## config.mk

```make
export PLATFORM = sky130hd
export DESIGN_NAME = alu_input_sequencer_flat
export DESIGN_NICKNAME = d
export VERILOG_FILES = /design/src/rtl/alu_input_sequencer_pkg.sv /design/src/rtl/alu_input_sequencer_if.sv /design/src/rtl/alu_input_sequencer_btn_pulse.sv /design/src/rtl/alu_input_sequencer.sv /design/src/flat_wrapper.sv
export SDC_FILE = /design/constraint.sdc
export NUM_CORES = 1
export LEC_CHECK = 0
export ABC_AREA = 1
export ABC_CLOCK_PERIOD_IN_PS = 2009
export BUFFER_PORTS_ARGS = -buffer_cell sky130_fd_sc_hd__clkbuf_2
export CORE_ASPECT_RATIO = 0.6
export CORE_MARGIN = 5
export CORE_UTILIZATION = 52
export DETAILED_ROUTE_END_ITERATION = 7
export PLACE_DENSITY = 0.78
export SYNTH_ARGS = -nofsm -noshare
export SYNTH_HDL_FRONTEND = slang
export SYNTH_HIERARCHICAL = 1
export SYNTH_SLANG_ARGS = --single-unit
```

## constraint.sdc

```tcl
create_clock -name clk -period 2.01 [get_ports clk]
set_clock_uncertainty 0.2 [all_clocks]
set_input_delay 0.3015 -clock clk [delete_from_list [all_inputs] [get_ports clk]]
set_output_delay 0.3015 -clock clk [all_outputs]
set_load 0.05 [all_outputs]
```

## src/rtl/alu_input_sequencer_pkg.sv

```systemverilog
// Shared definitions for the ALU front end: default widths, the eight ALU opcodes,
// opcode validation and the sequencer FSM state encoding.
package alu_pkg;

  localparam int unsigned NbOperandoDef     = 8;
  localparam int unsigned NbOpcodeDef       = 6;
  localparam int unsigned DebounceCyclesDef = 16;

  // ALU operation codes
  localparam logic [NbOpcodeDef-1:0] OpAdd = 6'b100000;
  localparam logic [NbOpcodeDef-1:0] OpSub = 6'b100010;
  localparam logic [NbOpcodeDef-1:0] OpAnd = 6'b100100;
  localparam logic [NbOpcodeDef-1:0] OpOr  = 6'b100101;
  localparam logic [NbOpcodeDef-1:0] OpXor = 6'b100110;
  localparam logic [NbOpcodeDef-1:0] OpNor = 6'b100111;
  localparam logic [NbOpcodeDef-1:0] OpSra = 6'b000011;
  localparam logic [NbOpcodeDef-1:0] OpSrl = 6'b000010;

  typedef enum logic {
    StLoading,
    StArmed
  } seq_state_e;

  function automatic logic is_valid_opcode(input logic [NbOpcodeDef-1:0] code);
    case (code)
      OpAdd, OpSub, OpAnd, OpOr, OpXor, OpNor, OpSra, OpSrl: return 1'b1;
      default: return 1'b0;
    endcase
  endfunction

endpackage

```

## src/rtl/alu_input_sequencer_if.sv

```systemverilog
// Switch/button/ALU bundle of the input sequencer. The master side drives the raw
// board inputs and the ALU result; the slave side is the sequencer itself.
interface alu_input_sequencer_if
  import alu_pkg::*;
#(
  parameter int unsigned NB_OPERANDO = NbOperandoDef,
  parameter int unsigned NB_OPCODE   = NbOpcodeDef
);

  logic [NB_OPERANDO-1:0] sw;
  logic                   btn_a;
  logic                   btn_b;
  logic                   btn_op;
  logic                   btn_exec;
  logic [NB_OPERANDO-1:0] alu_out;
  logic [NB_OPERANDO-1:0] dato_a;
  logic [NB_OPERANDO-1:0] dato_b;
  logic [NB_OPCODE-1:0]   opcode;
  logic [NB_OPERANDO-1:0] result;
  logic                   ready;
  logic                   result_valid;
  logic                   op_error;

  modport master (
    output sw, btn_a, btn_b, btn_op, btn_exec, alu_out,
    input  dato_a, dato_b, opcode, result, ready, result_valid, op_error
  );

  modport slave (
    input  sw, btn_a, btn_b, btn_op, btn_exec, alu_out,
    output dato_a, dato_b, opcode, result, ready, result_valid, op_error
  );

endinterface

```

## src/rtl/alu_input_sequencer_btn_pulse.sv

```systemverilog
// Raw button to single-cycle press pulse: 2-FF synchroniser, optional counter
// debounce (ALU_SEQ_DEBOUNCE_EN) and rising-edge detect.
module btn_pulse #(
  parameter int unsigned DEBOUNCE_CYCLES = 16
) (
  input  logic clk,
  input  logic rst_n,
  input  logic btn,
  output logic pulse
);

  if (DEBOUNCE_CYCLES == 0) begin : g_cfg_check
    $fatal(1, "btn_pulse: DEBOUNCE_CYCLES must be at least 1");
  end

  logic       sync1_q, sync2_q;
  logic       prev_q;
  logic       lvl;
  logic [2:0] warm_q;

`ifdef ALU_SEQ_DEBOUNCE_EN
  localparam int unsigned CntW = $clog2(DEBOUNCE_CYCLES + 1);
  // The filter stage adds one register between the synchroniser and the edge detect.
  localparam logic [2:0] WarmCycles = 3'd4;

  logic            filt_q;
  logic [CntW-1:0] cnt_q;

  // Filtered level flips only after DEBOUNCE_CYCLES consecutive differing samples
  always_ff @(posedge clk) begin
    if (!rst_n) begin
      filt_q <= 1'b0;
      cnt_q  <= '0;
    end else if (warm_q != WarmCycles) begin
      // Right after reset the filter tracks the synchroniser so a held button settles
      filt_q <= sync2_q;
      cnt_q  <= '0;
    end else if (sync2_q == filt_q) begin
      cnt_q <= '0;
    end else if (cnt_q == CntW'(DEBOUNCE_CYCLES - 1)) begin
      filt_q <= sync2_q;
      cnt_q  <= '0;
    end else begin
      cnt_q <= cnt_q + 1'b1;
    end
  end

  assign lvl = filt_q;
`else
  localparam logic [2:0] WarmCycles = 3'd3;

  assign lvl = sync2_q;
`endif

  // Synchroniser and edge-detect history
  always_ff @(posedge clk) begin
    if (!rst_n) begin
      sync1_q <= 1'b0;
      sync2_q <= 1'b0;
      prev_q  <= 1'b0;
    end else begin
      sync1_q <= btn;
      sync2_q <= sync1_q;
      prev_q  <= lvl;
    end
  end

  // Post-reset warm-up: pulses stay masked until the pipeline holds the real button
  // level, so a button held through reset release is not seen as a press.
  always_ff @(posedge clk) begin
    if (!rst_n) begin
      warm_q <= '0;
    end else if (warm_q != WarmCycles) begin
      warm_q <= warm_q + 1'b1;
    end
  end

  assign pulse = lvl & ~prev_q & (warm_q == WarmCycles);

endmodule

```

## src/rtl/alu_input_sequencer.sv

```systemverilog
// Front end of the 8-op ALU: captures operands and opcode from the switches on
// button presses, presents them as registered ALU inputs and latches the ALU result
// for the LEDs on an execute press once all three have been loaded.
// Optional button debounce: define ALU_SEQ_DEBOUNCE_EN.
module alu_input_sequencer
  import alu_pkg::*;
#(
  parameter int unsigned NB_OPERANDO     = NbOperandoDef,
  parameter int unsigned NB_OPCODE       = NbOpcodeDef,
  parameter int unsigned DEBOUNCE_CYCLES = DebounceCyclesDef
) (
  input logic                  clk,
  input logic                  rst_n,
  alu_input_sequencer_if.slave bus
);

  if (NB_OPCODE > NB_OPERANDO) begin : g_width_check
    $fatal(1, "alu_input_sequencer: NB_OPCODE must not exceed NB_OPERANDO");
  end

  logic pulse_a, pulse_b, pulse_op, pulse_exec;

  btn_pulse #(.DEBOUNCE_CYCLES(DEBOUNCE_CYCLES)) u_btn_a (
    .clk   (clk),
    .rst_n (rst_n),
    .btn   (bus.btn_a),
    .pulse (pulse_a)
  );

  btn_pulse #(.DEBOUNCE_CYCLES(DEBOUNCE_CYCLES)) u_btn_b (
    .clk   (clk),
    .rst_n (rst_n),
    .btn   (bus.btn_b),
    .pulse (pulse_b)
  );

  btn_pulse #(.DEBOUNCE_CYCLES(DEBOUNCE_CYCLES)) u_btn_op (
    .clk   (clk),
    .rst_n (rst_n),
    .btn   (bus.btn_op),
    .pulse (pulse_op)
  );

  btn_pulse #(.DEBOUNCE_CYCLES(DEBOUNCE_CYCLES)) u_btn_exec (
    .clk   (clk),
    .rst_n (rst_n),
    .btn   (bus.btn_exec),
    .pulse (pulse_exec)
  );

  logic [NB_OPERANDO-1:0] dato_a_q, dato_b_q, result_q;
  logic [NB_OPCODE-1:0]   opcode_q;
  logic                   flag_a_q, flag_b_q, flag_op_q;
  logic                   flag_a_d, flag_b_d, flag_op_d;
  logic                   ready_q, result_valid_q, op_error_q;
  seq_state_e             state_q;
  logic                   op_valid;
  logic                   exec_fire;

  assign op_valid  = is_valid_opcode(bus.sw[NB_OPCODE-1:0]);
  assign exec_fire = pulse_exec && (state_q == StArmed);

  // Load flags: a coincident load wins over the execute clear
  always_comb begin
    flag_a_d  = pulse_a | (flag_a_q & ~exec_fire);
    flag_b_d  = pulse_b | (flag_b_q & ~exec_fire);
    flag_op_d = (pulse_op & op_valid) | (flag_op_q & ~exec_fire);
  end

  // Operand, opcode and load-flag registers
  always_ff @(posedge clk) begin
    if (!rst_n) begin
      dato_a_q   <= '0;
      dato_b_q   <= '0;
      opcode_q   <= OpAdd;
      op_error_q <= 1'b0;
      flag_a_q   <= 1'b0;
      flag_b_q   <= 1'b0;
      flag_op_q  <= 1'b0;
    end else begin
      if (pulse_a) dato_a_q <= bus.sw;
      if (pulse_b) dato_b_q <= bus.sw;
      if (pulse_op) begin
        if (op_valid) opcode_q <= bus.sw[NB_OPCODE-1:0];
        op_error_q <= ~op_valid;
      end
      flag_a_q  <= flag_a_d;
      flag_b_q  <= flag_b_d;
      flag_op_q <= flag_op_d;
    end
  end

  // Sequencer FSM with registered ready and result capture
  always_ff @(posedge clk) begin
    if (!rst_n) begin
      state_q        <= StLoading;
      ready_q        <= 1'b0;
      result_q       <= '0;
      result_valid_q <= 1'b0;
    end else begin
      ready_q <= flag_a_d & flag_b_d & flag_op_d & ~exec_fire;
      unique case (state_q)
        StLoading: begin
          if (ready_q) state_q <= StArmed;
        end
        StArmed: begin
          if (pulse_exec) begin
            // alu_out still reflects the pre-update operand registers this cycle
            result_q       <= bus.alu_out;
            result_valid_q <= 1'b1;
            state_q        <= StLoading;
          end
        end
        default: state_q <= StLoading;
      endcase
    end
  end

  assign bus.dato_a       = dato_a_q;
  assign bus.dato_b       = dato_b_q;
  assign bus.opcode       = opcode_q;
  assign bus.result       = result_q;
  assign bus.ready        = ready_q;
  assign bus.result_valid = result_valid_q;
  assign bus.op_error     = op_error_q;

endmodule

```

## src/flat_wrapper.sv

```systemverilog
// flat-port wrapper written by rule: the top's interface ports become plain ports
module alu_input_sequencer_flat import alu_pkg::*;
#(
  parameter int unsigned NB_OPERANDO     = NbOperandoDef,
  parameter int unsigned NB_OPCODE       = NbOpcodeDef,
  parameter int unsigned DEBOUNCE_CYCLES = DebounceCyclesDef
)
  (clk, rst_n, bus_sw, bus_btn_a, bus_btn_b, bus_btn_op, bus_btn_exec, bus_alu_out, bus_dato_a, bus_dato_b, bus_opcode, bus_result, bus_ready, bus_result_valid, bus_op_error);
  alu_input_sequencer_if #(.NB_OPERANDO(NB_OPERANDO), .NB_OPCODE(NB_OPCODE)) bus_i ();
  input logic clk;
  input logic rst_n;
  input wire logic [$bits(bus_i.sw)-1:0] bus_sw;
  input wire logic [$bits(bus_i.btn_a)-1:0] bus_btn_a;
  input wire logic [$bits(bus_i.btn_b)-1:0] bus_btn_b;
  input wire logic [$bits(bus_i.btn_op)-1:0] bus_btn_op;
  input wire logic [$bits(bus_i.btn_exec)-1:0] bus_btn_exec;
  input wire logic [$bits(bus_i.alu_out)-1:0] bus_alu_out;
  output wire logic [$bits(bus_i.dato_a)-1:0] bus_dato_a;
  output wire logic [$bits(bus_i.dato_b)-1:0] bus_dato_b;
  output wire logic [$bits(bus_i.opcode)-1:0] bus_opcode;
  output wire logic [$bits(bus_i.result)-1:0] bus_result;
  output wire logic [$bits(bus_i.ready)-1:0] bus_ready;
  output wire logic [$bits(bus_i.result_valid)-1:0] bus_result_valid;
  output wire logic [$bits(bus_i.op_error)-1:0] bus_op_error;
  assign bus_i.sw = bus_sw;
  assign bus_i.btn_a = bus_btn_a;
  assign bus_i.btn_b = bus_btn_b;
  assign bus_i.btn_op = bus_btn_op;
  assign bus_i.btn_exec = bus_btn_exec;
  assign bus_i.alu_out = bus_alu_out;
  assign bus_dato_a = bus_i.dato_a;
  assign bus_dato_b = bus_i.dato_b;
  assign bus_opcode = bus_i.opcode;
  assign bus_result = bus_i.result;
  assign bus_ready = bus_i.ready;
  assign bus_result_valid = bus_i.result_valid;
  assign bus_op_error = bus_i.op_error;
  alu_input_sequencer #(.NB_OPERANDO(NB_OPERANDO), .NB_OPCODE(NB_OPCODE), .DEBOUNCE_CYCLES(DEBOUNCE_CYCLES)) u_core (.clk(clk), .rst_n(rst_n), .bus(bus_i));
endmodule
```

==> metrics, run 1 <==
Hold WC Path Type=input port to register; worst r2r path cells=8; post-synthesis mux area share=0; share of the yosys chip area belonging to registers=0.543; Worst Setup Path Type=register to register; nets=around 380; FF-to-FF setup slack=around 0.16 ns; antenna diode count=0; CP Data Arrival Time=approximately 1.9 ns; complex-gate fraction of the synthesized area=0.0818; fraction of layout cells with a size suffix above 1=0.263; reg2reg start=u_core/u_btn_exec/warm_q[0]; Max Root-Sink Buffers=2; Layout area overhead=26.8%; vias in the first global route=between 1,500 and 2,000; worst hold start=bus_sw[2]; MaxCap Viol Count=0; #FFs+latches synth=just over 60; Critical Path End Type=register; port buffer count=54; data required time of the worst path=2.04 ns; XOR/XNOR Fraction of Synth Area=0; global placer's final weighted congestion=roughly 0.76; CP bufs+invs=1; Tmin final=1.85 ns; Non-Filler Instances=roughly 420; initial core utilization=0.543; GRT Util Overall=0.183; post-route ant nets=0; pwr dens=just over 900 nW/um^2; Primary FF master, synth=dfxtp_1; hold worst-path end=u_core/bus.opcode[2]; Util after Layout=0.688; Adder-Cell Fraction of Synth Area=0.0445; number of enable flip-flop cells after synthesis=0; Fin. Hold Viols=0; syn_area_per_cell=just under 8 sq um; Slew Viols, Final=0; slew at the pin with the worst max-slew slack=0.295 ns; RSZ-0062 raised after global routing=no; slowest CP cell=dfxtp_1; final WL=about 4.7 mm; critical path's top delay family=simple AND/OR/NAND/NOR gates; CTS tree=done; CP Max Fanout=13; period utilization=0.920; H-tree Lvls=3; Post-Syn Instances=between 200 and 300; row count=18; hold path cells=3; Filler Cell Count=approximately 370; first-pass iteration count of the detailed router=4; CP max stage delay=about 0.33 ns; Syn Std Cell Area=between 2000 and 2500 sq um; DRC viols=0; CTS buffer count=9; post-synthesis cell type count=21; critical-path cell list=ha_1 -> ha_1 -> nand2_1 -> nor2_1 -> nand2_2 -> clkinvlp_4 -> nor2_1 -> nor2_1; Die Y=just over 60 um; vias per inst=around 4.6; Clock Pin Slew Worst Setup and Hold Paths=about 0.070 ns; Max VDD drop=between 0.6 and 0.7 mV; I/O pins=55; first-pass GRT wire length=7.75 mm; worst skew pair latency=approximately 0.34 ns; Die Area=just under 6000 sq um; status=finished clean; most frequent CP cell=nor2_1; Synthesized Nets=about 310; post-DP HPWL=around 3.3 mm; Setup Viol. Count Final=0; Critical R2R Capture=u_core/bus.result[5]; die width=94.9 um; Setup TNS=0 ns; GRT overflow=0; Fmax=541 MHz; Startpoint Class=register; DRT iter0 DRCs=between 80 and 90; Clock Sink Count=between 60 and 70; largest family of logic cells by synthesized area=simple AND/OR/NAND/NOR gates; Setup Buffers After CTS=0; Leak Pwr=~1.5 nW; Simple-Gate Fraction of Synth Area=0.255; DR vias=just under 2,000; drt wl/cell=about 11 um; initial antenna violation count=0; FFs w/ async S/R, synth=0; total power=approximately 2.7 mW; synth warn=6; core area=just over 4000 sq um; placed cells=around 400; number of cells on the critical path=8; max_slew headroom=0.804; pin count of the biggest net entering global routing=between 50 and 60; buffer type at the clock tree root=clkbuf_8
[tightest hold or removal path, delay by kind of cell]
kind	cells	cell delay, ns
and+or+nand+nor	1	0.06
AOI/OAI and AO/OA	1	0.05
buffers and inverters	1	0.10
[layout make-up]
cell class	instances	area, sq um	share of cell area
Tap cell	60	75.1	0.0263
Multi-Input combinational cell	181	863	0.303
Clock inverter	5	50.0	0.0175
Sequential cell	61	1220	0.428
Timing Repair Buffer	63	363	0.127
Inverter	36	139	0.0487
Clock buffer	11	141	0.0496
[cells in the mapped netlist, types with 2 or more instances]
library cell	n	area share
inv_1	27	0.045
nand2_2	5	0.014
dfxtp_1	61	0.54
nand3_1	6	0.013
a21oi_1	10	0.022
nand2_1	50	0.083
nor2_1	68	0.11
inv_2	8	0.013
buf_2	4	0.0089
o21ai_0	21	0.047
nor2_2	2	0.0056
buf_4	2	0.0067
ha_1	8	0.044
nand4_1	2	0.0056
o21ai_1	4	0.0089
[how the worst max path moves through the flow]
stage | start | end
after global routing | u_core/u_btn_exec/warm_q[0] | u_core/bus.result[2]
after CTS | u_core/u_btn_exec/warm_q[0] | u_core/bus.result[5]
after global placement | u_core/u_btn_exec/warm_q[0] | u_core/bus.result[1]
after detailed placement | u_core/u_btn_exec/warm_q[0] | u_core/bus.result[0]
after floorplan | u_core/u_btn_op/warm_q[0] | u_core/bus.opcode[2]
final | u_core/u_btn_exec/warm_q[0] | u_core/bus.result[5]
[state kept, by name, indices dropped and copies added, names as in the netlist, 3 cells and up]
name / flops
u_core/bus.dato_b: 8
u_core/bus.result: 8
u_core/u_btn_b/warm_q: 3
u_core/u_btn_a/warm_q: 3
u_core/u_btn_op/warm_q: 3
u_core/u_btn_exec/warm_q: 3
u_core/bus.dato_a: 8
u_core/bus.opcode: 6
[power breakdown]
part / switching, mW / total, mW / internal, mW
sequential: 0.0382 / 1.32 / 1.28
clock: 0.447 / 1.04 / 0.597
combinational: 0.179 / 0.295 / 0.116
total: 0.664 / 2.66 / 1.99
[layer usage]
metal | GRT usage | share of wire | vias to the layer above
li1 | - | - | 1018
met1 | 0.223 | 0.48 | 836
met2 | 0.286 | 0.43 | 59
met3 | 0.0855 | 0.075 | 8
met4 | 0.0739 | 0.014 | 0
met5 | 0 | 0 | -
[cells by family (layout without fill, tap and decap cells)]
kind of cell             count (synthesis)  count (layout)
adder cells (fa/ha/maj)                  8               8
flip-flops                              61              61
buffers and inverters                   42             115
AND/OR/NAND/NOR                        137             137
AO/OA/AOI/OAI                           36              36
[cell usage in the layout (no fill, tap or decap), types with 3 or more instances in the layout]
cell / count
dfxtp_1: 61
clkbuf_8: 10
ha_1: 7
dlygate4sd3_1: 5
clkbuf_2: 54
nor2_2: 3
inv_2: 8
o21ai_0: 21
nand2_1: 50
a21oi_1: 10
nor2_1: 67
clkinv_2: 4
nand2_2: 5
o21ai_1: 4
buf_4: 3
inv_1: 27
nand3_1: 6
[stage by stage]
stage	hold WS, ns	setup WS [ns]	cell area (sq um)
5_1_grt	0.0215	0.0447	2850
3_5_place_dp	0.200	0.107	2600
4_1_cts	0.00486	0.0894	2840
3_3_place_gp	0.196	0.218	2600
6_report	0.0199	0.162	2850
2_1_floorplan	0.190	0.399	2250
[timing repair]
| item | CTS | global route |
|---|---|---|
| setup endpoints to repair | 0 | 17 |
| hold buffers | 5 | 0 |
| gates resized for setup | 0 | 3 |
| endpoints found under the hold margin | 5 | 0 |
No activity file was read; power rests on OpenSTA's default activity.
==> inputs of run 2 (changes only) <==
- SYNTH_HIERARCHICAL: 1 -> not set
==> run 2 against run 1 <==
  * Via count decreased by 5.0%
  * Total power is 1.8% lower
  * Non-clock buffer count is 7 higher
  * Final cell count fell by 3.8%
  * Combinational power increased by 2%
  * Critical path type unchanged
==> metrics, run 2 <==
initial antenna violation count=0; vias in the first global route=between 1,500 and 2,000; status=finished clean; max_slew headroom=0.702; sequential share of power=0.518; post-synthesis cell type count=22; Primary FF master, synth=dfxtp_1; Post-Syn Instances=roughly 270; CP Data Arrival Time=1.79 ns; Syn Std Cell Area=~2200 sq um; #FFs+latches synth=61; first-pass iteration count of the detailed router=5; Critical R2R Capture=u_core.bus.ready; top-count cell post-synth=dfxtp_1; critical path's top delay family=simple AND/OR/NAND/NOR gates; number of cells on the critical path=7; reg2reg start=u_core.u_btn_exec.warm_q[0]; hold worst-path end=u_core.bus.dato_b[7]; row count=18; die width=~95 um; DR vias=roughly 1,800; commonest non-fill, non-tap cell in the layout=dfxtp_1; Logic pwr share=0.115; largest cells by area after synthesis=dfxtp_1 55%, nor2_1 9.1%, o21ai_0 6.9%; post-DP HPWL=between 3 and 4 mm; Clock Sink Count=61; drt wl/cell=12.0 um; Setup TNS=0 ns; Clock Pin Slew Worst Setup and Hold Paths=roughly 0.060 ns; Setup Buffers After CTS=0; initial core utilization=0.542; global placer's final weighted congestion=~0.72; number of enable flip-flop cells after synthesis=0; Die Y=a little over 60 um; Hold WC Path Type=input port to register; GRT overflow=0; Slew Viols, Final=0; placed cells=around 370; core area=about 4100 sq um; commonest cells after routing, fill and taps aside=61 x dfxtp_1, 54 x nor2_1, 54 x clkbuf_2; buffer type at the clock tree root=clkbuf_8; data required time of the worst path=2.05 ns; DRC viols=0; first-pass GRT wire length=~8.2 mm; Die Area=5750 sq um; Startpoint Class=register; worst hold start=bus_sw[7]; fraction of layout cells with a size suffix above 1=0.235; Setup Viol. Count Final=0; cell-internal power=between 1.5 and 2 mW; CP bufs+invs=0; Synthesized Nets=about 300; slowest CP cell=dfxtp_1; GRT Util Overall=0.190; Worst Setup Path Type=register to register; most frequent CP cell=nand2_1; DP Area=around 2500 sq um; critical-path cell list=ha_1 -> ha_1 -> nand4_2 -> nand2_1 -> nand2_1 -> nand2_1 -> nor2_2; clock network power share=0.367; I/O pins=between 50 and 60; CTS buffer count=9; Switching Fraction=0.246; hold path cells=3; CP Max Fanout=12; vias per inst=~4.6; final WL=just under 5 mm; post-route cell area=approximately 2800 sq um; CP max stage delay=roughly 0.36 ns; share of the yosys chip area belonging to registers=0.546; MaxCap Viol Count=0; FF-to-FF setup slack=0.26 ns; pwr dens=slightly above 900 nW/um^2; H-tree Lvls=3; Util after Layout=0.690; port buffer count=between 50 and 60; FFs w/ async S/R, synth=0; Leak Pwr=between 1 and 1.5 nW; DRT iter0 DRCs=roughly 110; worst r2r path cells=7; period utilization=0.873; Synth top cells by count=61 x dfxtp_1, 54 x nor2_1, 34 x nand2_1; post-synth top area share=0.546; post-route ant nets=0; antenna diode count=0; nets=367; slew at the pin with the worst max-slew slack=approximately 0.45 ns; Layout area overhead=27.3%; Fin. Hold Viols=0; Max VDD drop=0.596 mV; Max Root-Sink Buffers=2; pin count of the biggest net entering global routing=52; Synth area leader=dfxtp_1; CTS tree=done; Non-Filler Instances=about 400; syn_area_per_cell=8.43 sq um; RSZ-0062 raised after global routing=no; worst skew pair latency=between 0.3 and 0.4 ns; Fmax=570 MHz; Tmin final=between 1.5 and 2 ns; NetSw=643 uW; Critical Path End Type=register; synth warn=0
[run 2: final cells by class]
class	count	area, sq um
repair buffers	70	423
well taps	60	75.1
fillers	346	1280
multi-input cells	163	827
clock buffers	14	173
clock inverters	1	5.00
inverters	32	120
flip-flops and latches	61	1220
[run 2: kinds of logic after synthesis]
family	count (synthesis)	share of synthesized area
adders and majority gates	8	0.0448
xor gates and xnor gates	3	0.0118
AOI/OAI and AO/OA	48	0.109
buffers and inverters	41	0.0834
DFF	61	0.546
and+or+nand+nor	104	0.205
[run 2: routing by layer]
metal | track usage | up-vias | wire length (um)
met3 | 0.0830 | 7 | 372
met5 | 0 | - | 0
met4 | 0.0637 | 0 | 47
met1 | 0.231 | 799 | 2310
li1 | - | 969 | -
met2 | 0.306 | 50 | 2080
[run 2: worst max-delay path by stage]
stage,startpoint,endpoint,slack (ns)
floorplan,u_core.u_btn_exec.warm_q[0],u_core.bus.ready,0.53
global placement,u_core.u_btn_exec.warm_q[0],u_core.bus.ready,0.34
detailed placement,u_core.u_btn_exec.warm_q[0],u_core.bus.ready,0.28
CTS,u_core.u_btn_exec.warm_q[0],u_core.bus.ready,0.26
global route,u_core.u_btn_b.warm_q[0],u_core.bus.dato_b[7],0.05
finish,u_core.u_btn_exec.warm_q[0],u_core.bus.ready,0.26
[run 2: per-stage QoR]
stage	total power, mW	hold slack [ns]	setup WS, ns
2_1_floorplan	1.57	0.190	0.525
3_3_place_gp	1.64	0.195	0.344
3_5_place_dp	1.66	0.200	0.278
4_1_cts	2.64	0.00678	0.263
5_1_grt	2.75	0.0165	0.0530
6_report	2.61	0.0257	0.255
[run 2: tightest hold or removal path, delay by kind of cell]
kind	cells	cell delay [ns]
AND/OR/NAND/NOR	2	0.12
buffers and inverters	1	0.10
[run 2: power groups by stage]
| stage | registers, mW | logic [mW] | clock network, mW |
|---|---|---|---|
| 6_report | 1.35 | 0.300 | 0.958 |
| 5_1_grt | 1.36 | 0.350 | 1.04 |
| 4_1_cts | 1.35 | 0.305 | 0.988 |
| 3_5_place_dp | 1.38 | 0.286 | 0 |
| 3_3_place_gp | 1.37 | 0.265 | 0 |
| 2_1_floorplan | 1.39 | 0.181 | 0 |
[run 2: repair_timing]
action / 4_1_cts / 5_1_grt
gates resized for setup: 0 / 0
endpoints found under the hold margin: 13 / 0
hold buffers: 13 / 0
